==> config.mk <==
export PLATFORM = sky130hd
export DESIGN_NAME = stopwatch_lap_flat
export DESIGN_NICKNAME = d
export VERILOG_FILES = /design/src/rtl/stopwatch_lap_if.sv /design/src/rtl/stopwatch_lap.sv /design/src/flat_wrapper.sv
export SDC_FILE = /design/constraint.sdc
export NUM_CORES = 1
export LEC_CHECK = 0
export CAP_MARGIN = 25
export CORE_MARGIN = 2
export CORE_UTILIZATION = 43
export CTS_BUF_LIST = sky130_fd_sc_hd__clkbuf_4 sky130_fd_sc_hd__clkbuf_8
export DETAILED_ROUTE_END_ITERATION = 7
export PLACE_DENSITY_LB_ADDON = 0.08
export SKIP_LAST_GASP = 1
export SLEW_MARGIN = 25
export SYNTH_ARGS = -nofsm -noshare
export SYNTH_HDL_FRONTEND = slang
export SYNTH_SLANG_ARGS = --single-unit
==> constraint.sdc <==
create_clock -name clk -period 7.55 [get_ports clk]
set_input_delay 1.8875 -clock clk [delete_from_list [all_inputs] [get_ports clk]]
set_output_delay 1.8875 -clock clk [all_outputs]
set_load 0.005 [all_outputs]
==> src/rtl/stopwatch_lap_if.sv <==
// Key/tick strobes into the lap stopwatch and the registered values it presents to the display side.
interface stopwatch_lap_if #(
    parameter int CNT_W     = 20,
    parameter int LAP_DEPTH = 8
);
    localparam int PW   = $clog2(LAP_DEPTH);
    localparam int LN_W = PW + 1;

    logic             tick_1ms;
    logic             start_key;
    logic             lap_key;
    logic             recall_key;
    logic             clr_key;
    logic [CNT_W-1:0] t;
    logic [CNT_W-1:0] t_disp;
    logic [LN_W-1:0]  lap_num;
    logic [PW-1:0]    lap_idx;
    logic             running;
    logic             wrapped;
    logic             lap_ovf;

    modport master (
        output tick_1ms, start_key, lap_key, recall_key, clr_key,
        input  t, t_disp, lap_num, lap_idx, running, wrapped, lap_ovf
    );

    modport slave (
        input  tick_1ms, start_key, lap_key, recall_key, clr_key,
        output t, t_disp, lap_num, lap_idx, running, wrapped, lap_ovf
    );
endinterface

==> src/rtl/stopwatch_lap.sv <==
// Lap stopwatch: tick counter with a circular lap buffer, timed lap hold on the display
// and newest-to-oldest recall while paused.
//
// state    | meaning
// ---------+------------------------------------------------------------
// S_IDLE   | cleared, t = 0, waiting for start
// S_RUN    | counting ticks, laps captured, optional display hold
// S_PAUSED | counter frozen, display shows t
// S_RECALL | counter frozen, display shows buffer entry rd_ptr
module stopwatch_lap #(
    parameter int CNT_W      = 20,
    parameter int MAX_COUNT  = 999999,
    parameter int LAP_DEPTH  = 8,
    parameter int HOLD_TICKS = 3200
) (
    input  logic          clk,
    input  logic          KEY2,
    stopwatch_lap_if.slave sw
);
    localparam int PW     = $clog2(LAP_DEPTH);
    localparam int LN_W   = PW + 1;
    localparam int HOLD_W = $clog2(HOLD_TICKS + 1);

    typedef enum logic [1:0] {S_IDLE, S_RUN, S_PAUSED, S_RECALL} state_t;

    state_t            state_q, state_d;
    logic [CNT_W-1:0]  t_q, t_d;
    logic [CNT_W-1:0]  t_disp_q, t_disp_d;
    logic [LN_W-1:0]   lap_num_q, lap_num_d;
    logic [PW-1:0]     lap_idx_q, lap_idx_d;
    logic              running_q, running_d;
    logic              wrapped_q, wrapped_d;
    logic              lap_ovf_q, lap_ovf_d;
    logic [PW-1:0]     wr_ptr_q, wr_ptr_d;
    logic [PW-1:0]     rd_ptr_q, rd_ptr_d;
    logic [LN_W-1:0]   shown_q, shown_d;
    logic [HOLD_W-1:0] hold_cnt_q, hold_cnt_d;
    logic [CNT_W-1:0]  lap_buf_q [LAP_DEPTH];
    logic              lap_we;

    logic k_clr, k_start, k_lap, k_recall;
    logic [CNT_W-1:0] t_inc;
    logic             at_max;

    // One key per cycle wins; the rest are dropped even if the winner is ignored in this state.
    assign k_clr    = sw.clr_key;
    assign k_start  = sw.start_key & ~sw.clr_key;
    assign k_lap    = sw.lap_key & ~sw.start_key & ~sw.clr_key;
    assign k_recall = sw.recall_key & ~sw.lap_key & ~sw.start_key & ~sw.clr_key;

    assign at_max = (t_q == CNT_W'(MAX_COUNT));
    assign t_inc  = at_max ? '0 : t_q + CNT_W'(1);

    always_comb begin
        state_d    = state_q;
        t_d        = t_q;
        t_disp_d   = t_disp_q;
        lap_num_d  = lap_num_q;
        lap_idx_d  = lap_idx_q;
        running_d  = running_q;
        wrapped_d  = wrapped_q;
        lap_ovf_d  = lap_ovf_q;
        wr_ptr_d   = wr_ptr_q;
        rd_ptr_d   = rd_ptr_q;
        shown_d    = shown_q;
        hold_cnt_d = hold_cnt_q;
        lap_we     = 1'b0;

        case (state_q)
            S_IDLE: begin
                t_d      = '0;
                t_disp_d = '0;
                if (k_start) begin
                    state_d   = S_RUN;
                    running_d = 1'b1;
                end
            end

            S_RUN: begin
                if (sw.tick_1ms) begin
                    t_d = t_inc;
                    if (at_max) wrapped_d = 1'b1;
                end
                // Display is released one cycle after the hold reaches zero.
                if (hold_cnt_q != '0) begin
                    if (sw.tick_1ms) hold_cnt_d = hold_cnt_q - HOLD_W'(1);
                end else begin
                    t_disp_d = t_d;
                end
                if (k_start) begin
                    state_d    = S_PAUSED;
                    running_d  = 1'b0;
                    hold_cnt_d = '0;
                    t_disp_d   = t_d;
                end else if (k_lap) begin
                    lap_we   = 1'b1;
                    wr_ptr_d = wr_ptr_q + PW'(1);
                    if (lap_num_q == LN_W'(LAP_DEPTH)) lap_ovf_d = 1'b1;
                    else lap_num_d = lap_num_q + LN_W'(1);
                    t_disp_d   = t_q;
                    hold_cnt_d = HOLD_W'(HOLD_TICKS);
                end
            end

            S_PAUSED: begin
                t_disp_d   = t_q;
                hold_cnt_d = '0;
                if (k_clr) begin
                    state_d   = S_IDLE;
                    t_d       = '0;
                    t_disp_d  = '0;
                    lap_num_d = '0;
                    lap_idx_d = '0;
                    wr_ptr_d  = '0;
                    rd_ptr_d  = '0;
                    shown_d   = '0;
                    wrapped_d = 1'b0;
                    lap_ovf_d = 1'b0;
                end else if (k_start) begin
                    state_d   = S_RUN;
                    running_d = 1'b1;
                end else if (k_recall && lap_num_q != '0) begin
                    state_d   = S_RECALL;
                    rd_ptr_d  = wr_ptr_q - PW'(1);
                    shown_d   = LN_W'(1);
                    lap_idx_d = rd_ptr_d;
                    t_disp_d  = lap_buf_q[rd_ptr_d];
                end
            end

            S_RECALL: begin
                if (k_clr) begin
                    state_d   = S_IDLE;
                    t_d       = '0;
                    t_disp_d  = '0;
                    lap_num_d = '0;
                    lap_idx_d = '0;
                    wr_ptr_d  = '0;
                    rd_ptr_d  = '0;
                    shown_d   = '0;
                    wrapped_d = 1'b0;
                    lap_ovf_d = 1'b0;
                end else if (k_start) begin
                    state_d   = S_RUN;
                    running_d = 1'b1;
                    t_disp_d  = t_q;
                    lap_idx_d = '0;
                end else if (k_recall) begin
                    if (shown_q < lap_num_q) begin
                        rd_ptr_d  = rd_ptr_q - PW'(1);
                        shown_d   = shown_q + LN_W'(1);
                        lap_idx_d = rd_ptr_d;
                        t_disp_d  = lap_buf_q[rd_ptr_d];
                    end else begin
                        state_d   = S_PAUSED;
                        t_disp_d  = t_q;
                        lap_idx_d = '0;
                    end
                end
            end

            default: state_d = S_IDLE;
        endcase
    end

    always_ff @(posedge clk or negedge KEY2) begin
        if (!KEY2) begin
            state_q    <= S_IDLE;
            t_q        <= '0;
            t_disp_q   <= '0;
            lap_num_q  <= '0;
            lap_idx_q  <= '0;
            running_q  <= 1'b0;
            wrapped_q  <= 1'b0;
            lap_ovf_q  <= 1'b0;
            wr_ptr_q   <= '0;
            rd_ptr_q   <= '0;
            shown_q    <= '0;
            hold_cnt_q <= '0;
        end else begin
            state_q    <= state_d;
            t_q        <= t_d;
            t_disp_q   <= t_disp_d;
            lap_num_q  <= lap_num_d;
            lap_idx_q  <= lap_idx_d;
            running_q  <= running_d;
            wrapped_q  <= wrapped_d;
            lap_ovf_q  <= lap_ovf_d;
            wr_ptr_q   <= wr_ptr_d;
            rd_ptr_q   <= rd_ptr_d;
            shown_q    <= shown_d;
            hold_cnt_q <= hold_cnt_d;
        end
    end

    always_ff @(posedge clk) begin
        if (lap_we) lap_buf_q[wr_ptr_q] <= t_q;
    end

    assign sw.t       = t_q;
    assign sw.t_disp  = t_disp_q;
    assign sw.lap_num = lap_num_q;
    assign sw.lap_idx = lap_idx_q;
    assign sw.running = running_q;
    assign sw.wrapped = wrapped_q;
    assign sw.lap_ovf = lap_ovf_q;
endmodule

==> src/flat_wrapper.sv <==
// flat-port wrapper written by rule: the top's interface ports become plain ports
module stopwatch_lap_flat 
#(
    parameter int CNT_W      = 20,
    parameter int MAX_COUNT  = 999999,
    parameter int LAP_DEPTH  = 8,
    parameter int HOLD_TICKS = 3200
)
  (clk, KEY2, sw_tick_1ms, sw_start_key, sw_lap_key, sw_recall_key, sw_clr_key, sw_t, sw_t_disp, sw_lap_num, sw_lap_idx, sw_running, sw_wrapped, sw_lap_ovf);
  stopwatch_lap_if #(.CNT_W(CNT_W), .LAP_DEPTH(LAP_DEPTH)) sw_i ();
  input  logic clk;
  input  logic KEY2;
  input wire logic [$bits(sw_i.tick_1ms)-1:0] sw_tick_1ms;
  input wire logic [$bits(sw_i.start_key)-1:0] sw_start_key;
  input wire logic [$bits(sw_i.lap_key)-1:0] sw_lap_key;
  input wire logic [$bits(sw_i.recall_key)-1:0] sw_recall_key;
  input wire logic [$bits(sw_i.clr_key)-1:0] sw_clr_key;
  output wire logic [$bits(sw_i.t)-1:0] sw_t;
  output wire logic [$bits(sw_i.t_disp)-1:0] sw_t_disp;
  output wire logic [$bits(sw_i.lap_num)-1:0] sw_lap_num;
  output wire logic [$bits(sw_i.lap_idx)-1:0] sw_lap_idx;
  output wire logic [$bits(sw_i.running)-1:0] sw_running;
  output wire logic [$bits(sw_i.wrapped)-1:0] sw_wrapped;
  output wire logic [$bits(sw_i.lap_ovf)-1:0] sw_lap_ovf;
  assign sw_i.tick_1ms = sw_tick_1ms;
  assign sw_i.start_key = sw_start_key;
  assign sw_i.lap_key = sw_lap_key;
  assign sw_i.recall_key = sw_recall_key;
  assign sw_i.clr_key = sw_clr_key;
  assign sw_t = sw_i.t;
  assign sw_t_disp = sw_i.t_disp;
  assign sw_lap_num = sw_i.lap_num;
  assign sw_lap_idx = sw_i.lap_idx;
  assign sw_running = sw_i.running;
  assign sw_wrapped = sw_i.wrapped;
  assign sw_lap_ovf = sw_i.lap_ovf;
  stopwatch_lap #(.CNT_W(CNT_W), .MAX_COUNT(MAX_COUNT), .LAP_DEPTH(LAP_DEPTH), .HOLD_TICKS(HOLD_TICKS)) u_core (.clk(clk), .KEY2(KEY2), .sw(sw_i));
endmodule
==> metrics.md <==
| Metric | Value |
|---|---|
| Outcome | finished, final reports clean |
| Total number of vias | 8,364 |
| Internal cell power | between 3000 and 4000 uW |
| RSZ-0062 raised after global routing | no |
| Vias in the first global route | around 8,300 |
| Layout net count | just over 1,000 |
| CTS clk-pin slew, worst paths | 60 ps |
| Reg2Reg Setup Slack | between 3000 and 4000 ps |
| Post-synth EDFFs | 160 |
| Post-Syn Nets | 950 |
| Crit Path Class | primary input to register |
| Ports | 57 |
| Synth top area share | between 30 and 40% |
| Top FF cell, synth | edfxtp_1 |
| Max-cap violations | 0 |
| Slew HR | around 34% |
| Synth area leaders | edfxtp_1 40%, dfrtp_1 15%, mux4_2 15%, nand2_1 3.6%, o21ai_0 2.5% |
| Post-CTS resize count | 0 |
| Hold Crit Class | register to register |
| Antenna diode count | 0 |
| GRT overflow | 0 |
| Rows | 61 |
| Die Ht | around 170 um |
| Hold path cells | 1 |
| Synth Warn # | 0 |
| PortBufs | 56 |
| Maximum clock rate | around 210 MHz |
| TritonCTS buffer count | between 40 and 50 |
| Worst skew pair latency | between 500 and 600 ps |
| VDD IR max | between 0.2 and 0.25 mV |
| Switching share of power | just under 40% |
| Slew Viols, Final | 0 |
| Distinct cells, synth | slightly above 70 |
| Placer congestion estimate | between 0.8 and 0.9 |
| CP required | ~8000 ps |
| Setup Buffers After CTS | 0 |
| Uppermost layer routed | met4 |
| Yosys top cell by area | edfxtp_1 |
| Initial Util | a little over two fifths |
| Hold Startpoint | u_core.rd_ptr_q[1] |
| Initial antenna violation count | 0 |
| Gr usage total | between 20% and 30% |
| #FFs+latches synth | between 200 and 250 |
| Met3 wire length | 1.64 mm |
| Comb power frac | 42.6% |
| Leak pwr | 0.00529 uW |
| TritonCTS clock tree | done |
| Critical path's slowest cell | clkdlybuf4s50_1 |
| Endpoints failing setup | 0 |
| Critical Path End Type | register |
| CTS Sinks | ~230 |
| Worst slew pin tran | slightly below 1000 ps |
| H-tree levels | 2 |
| Period minus WS final | ~4700 ps |
| Crit-path max FO | 12 |
| Final HPWL DP | between 20 and 25 mm |
| Synthesized area | about 12,000 um^2 |
| Post-synthesis sequential area ratio | a little under three fifths |
| R2R Path Start | u_core.rd_ptr_q[0] |
| Total power | between 5000 and 6000 uW |
| Die area | around 29,000 um^2 |
| Mapped Avg Cell Area | roughly 13 um^2 |
| Longest Clk Path Bufs | 3 |
| DR iter-0 viols | roughly 730 |
| Async S/R FF share, synth | a little under a third |
| CP max stage delay | ~800 ps |
| Worst hold slack | 480 ps |
| Share of layout cells above drive strength 1 | about a fifth |
| Met2 WL | between 15 and 20 mm |
| R2R depth | 9 |
| Setup tns final | 0 ps |
| R2r endpoint | u_core.sw.t_disp[16] |
| DR pass1 iterations | 5 |
| Final Skew | 20.3 ps |
| Post-CTS Hold Fix Bufs | 0 |
| DRC viols | 0 |
| Largest net degree at the start of global routing | about 70 |
| DIE WIDTH | around 170 um |
| WP data arrival | between 5000 and 6000 ps |
| Routed wire length | approximately 34 mm |
| Routed length on met1 | 15.7 mm |
| Global-route wire length before repair | 51.9 mm |
| Hold Path Sink | u_core.rd_ptr_q[1] |
| Share of power burned in registers | 32.0% |
| Crit-path cells | clkdlybuf4s50_1, nand4_1, or2_2, o21ai_1, o31ai_1, a2111o_1, a22o_1 |
| CP Launch Type | primary input |
| Switching Power | approximately 2000 uW |
| Family with the most delay on the worst path | compound AO/OA/AOI/OAI gates |
| PwrDens | ~360 nW/um^2 |
| Fraction of the cycle the final worst path needs | 62.7% |
| Post-Syn Instances | between 900 and 1,000 |
| Worst setup path start | sw_tick_1ms |
| Avg WL per Cell | between 20 and 25 um |
| Clock share of power | between 20 and 30% |
| Layout area overhead | 16.9% |
| Vias per inst | ~6 |
| Root Buffer | clkbuf_8 |
| Crit path buffers/inverters | 1 |
| Final Hold Viols | 0 |
| Antenna Nets Post-Route | 0 |
| Core box area | 27,700 um^2 |
-- area by class of cell --
type / instances / area, um^2
sequential: 234 / 6660
fill: 2407 / 13600
multi-input combinational: 613 / 5130
inverter: 21 / 78.8
tap: 378 / 473
clock inverter: 20 / 185
clock buffer: 57 / 716
timing repair buffer: 88 / 822
-- worst max path at each step --
stage	cells after the start	endpoint
after floorplan	4	u_core.lap_buf_q[0][0]
after global placement	7	u_core.sw.t_disp[15]
after detailed placement	7	u_core.sw.t_disp[15]
after CTS	7	u_core.sw.t_disp[15]
after global routing	7	u_core.sw.t_disp[15]
final	7	u_core.sw.t_disp[15]
-- routing by layer --
layer | track usage [%] | vias to the layer above
met2 | 36.9 | 285
met4 | 7.15 | 0
li1 | - | 3777
met1 | 34.7 | 4233
met3 | 3.70 | 69
met5 | 0 | -
-- through the flow --
stage	setup WS (ps)	area, um^2	instances	util [%]
global placement	2380	13100	1332	47.3
global route	2670	14100	1411	50.8
CTS	2890	14000	1410	50.6
finish	2820	14100	1411	50.8
detailed placement	2310	13100	1333	47.4
floorplan	2520	12000	927	-
-- synthesized netlist by cell type, types with 8 or more instances --
library cell	number
edfxtp_1	160
nand2_1	115
mux4_2	80
dfrtp_1	74
o21ai_0	60
nor2_1	55
clkbuf_1	34
a21oi_1	31
nand3_1	22
a22o_1	20
inv_1	20
nor3_1	20
buf_2	17
mux2i_1	17
ha_1	16
o31ai_1	14
o211ai_1	13
nand4_1	10
mux2_2	9
nand2b_1	9
a21o_1	8
nor2b_1	8
-- registers in the layout (all words and copies together), names as in the netlist --
register / flops
u_core.lap_buf_q: 160
u_core.sw.t: 20
u_core.sw.t_disp: 20
u_core.hold_cnt_q: 12
u_core.shown_q: 4
u_core.sw.lap_num: 4
u_core.rd_ptr_q: 3
u_core.sw.lap_idx: 3
u_core.wr_ptr_q: 3
u_core.state_q: 2
u_core.sw.lap_ovf: 1
u_core.sw.running: 1
u_core.sw.wrapped: 1
-- power by group through the flow --
stage	Combinational, uW	Sequential (uW)	Clock (uW)
after detailed placement	2150	1640	0
after global routing	2330	1630	1370
after CTS	2160	1620	1310
after floorplan	1470	1580	0
final	2150	1620	1280
after global placement	2130	1640	0
-- cell families after synthesis --
family,share of synthesized area (%)
and+or+nand+nor,10.5
DFF,55.3
AOI/OAI and AO/OA,11.7
muxes,17.2
buffers and inverters,2.81
adders and majority gates,1.66
xor gates and xnor gates,0.801
-- cells in the final DEF, fill, tap and decap left out, types with 15 or more instances in the layout --
cell type,count
nor3_1,15
nor2_1,51
nand2_1,115
buf_4,31
nand3_1,22
mux4_2,80
o21ai_0,59
a21oi_1,31
clkbuf_8,46
dfrtp_1,72
edfxtp_1,160
mux2i_1,17
a22o_1,20
inv_1,20
clkdlybuf4s50_1,55
Note: power is estimated with default switching activity, not from simulation.
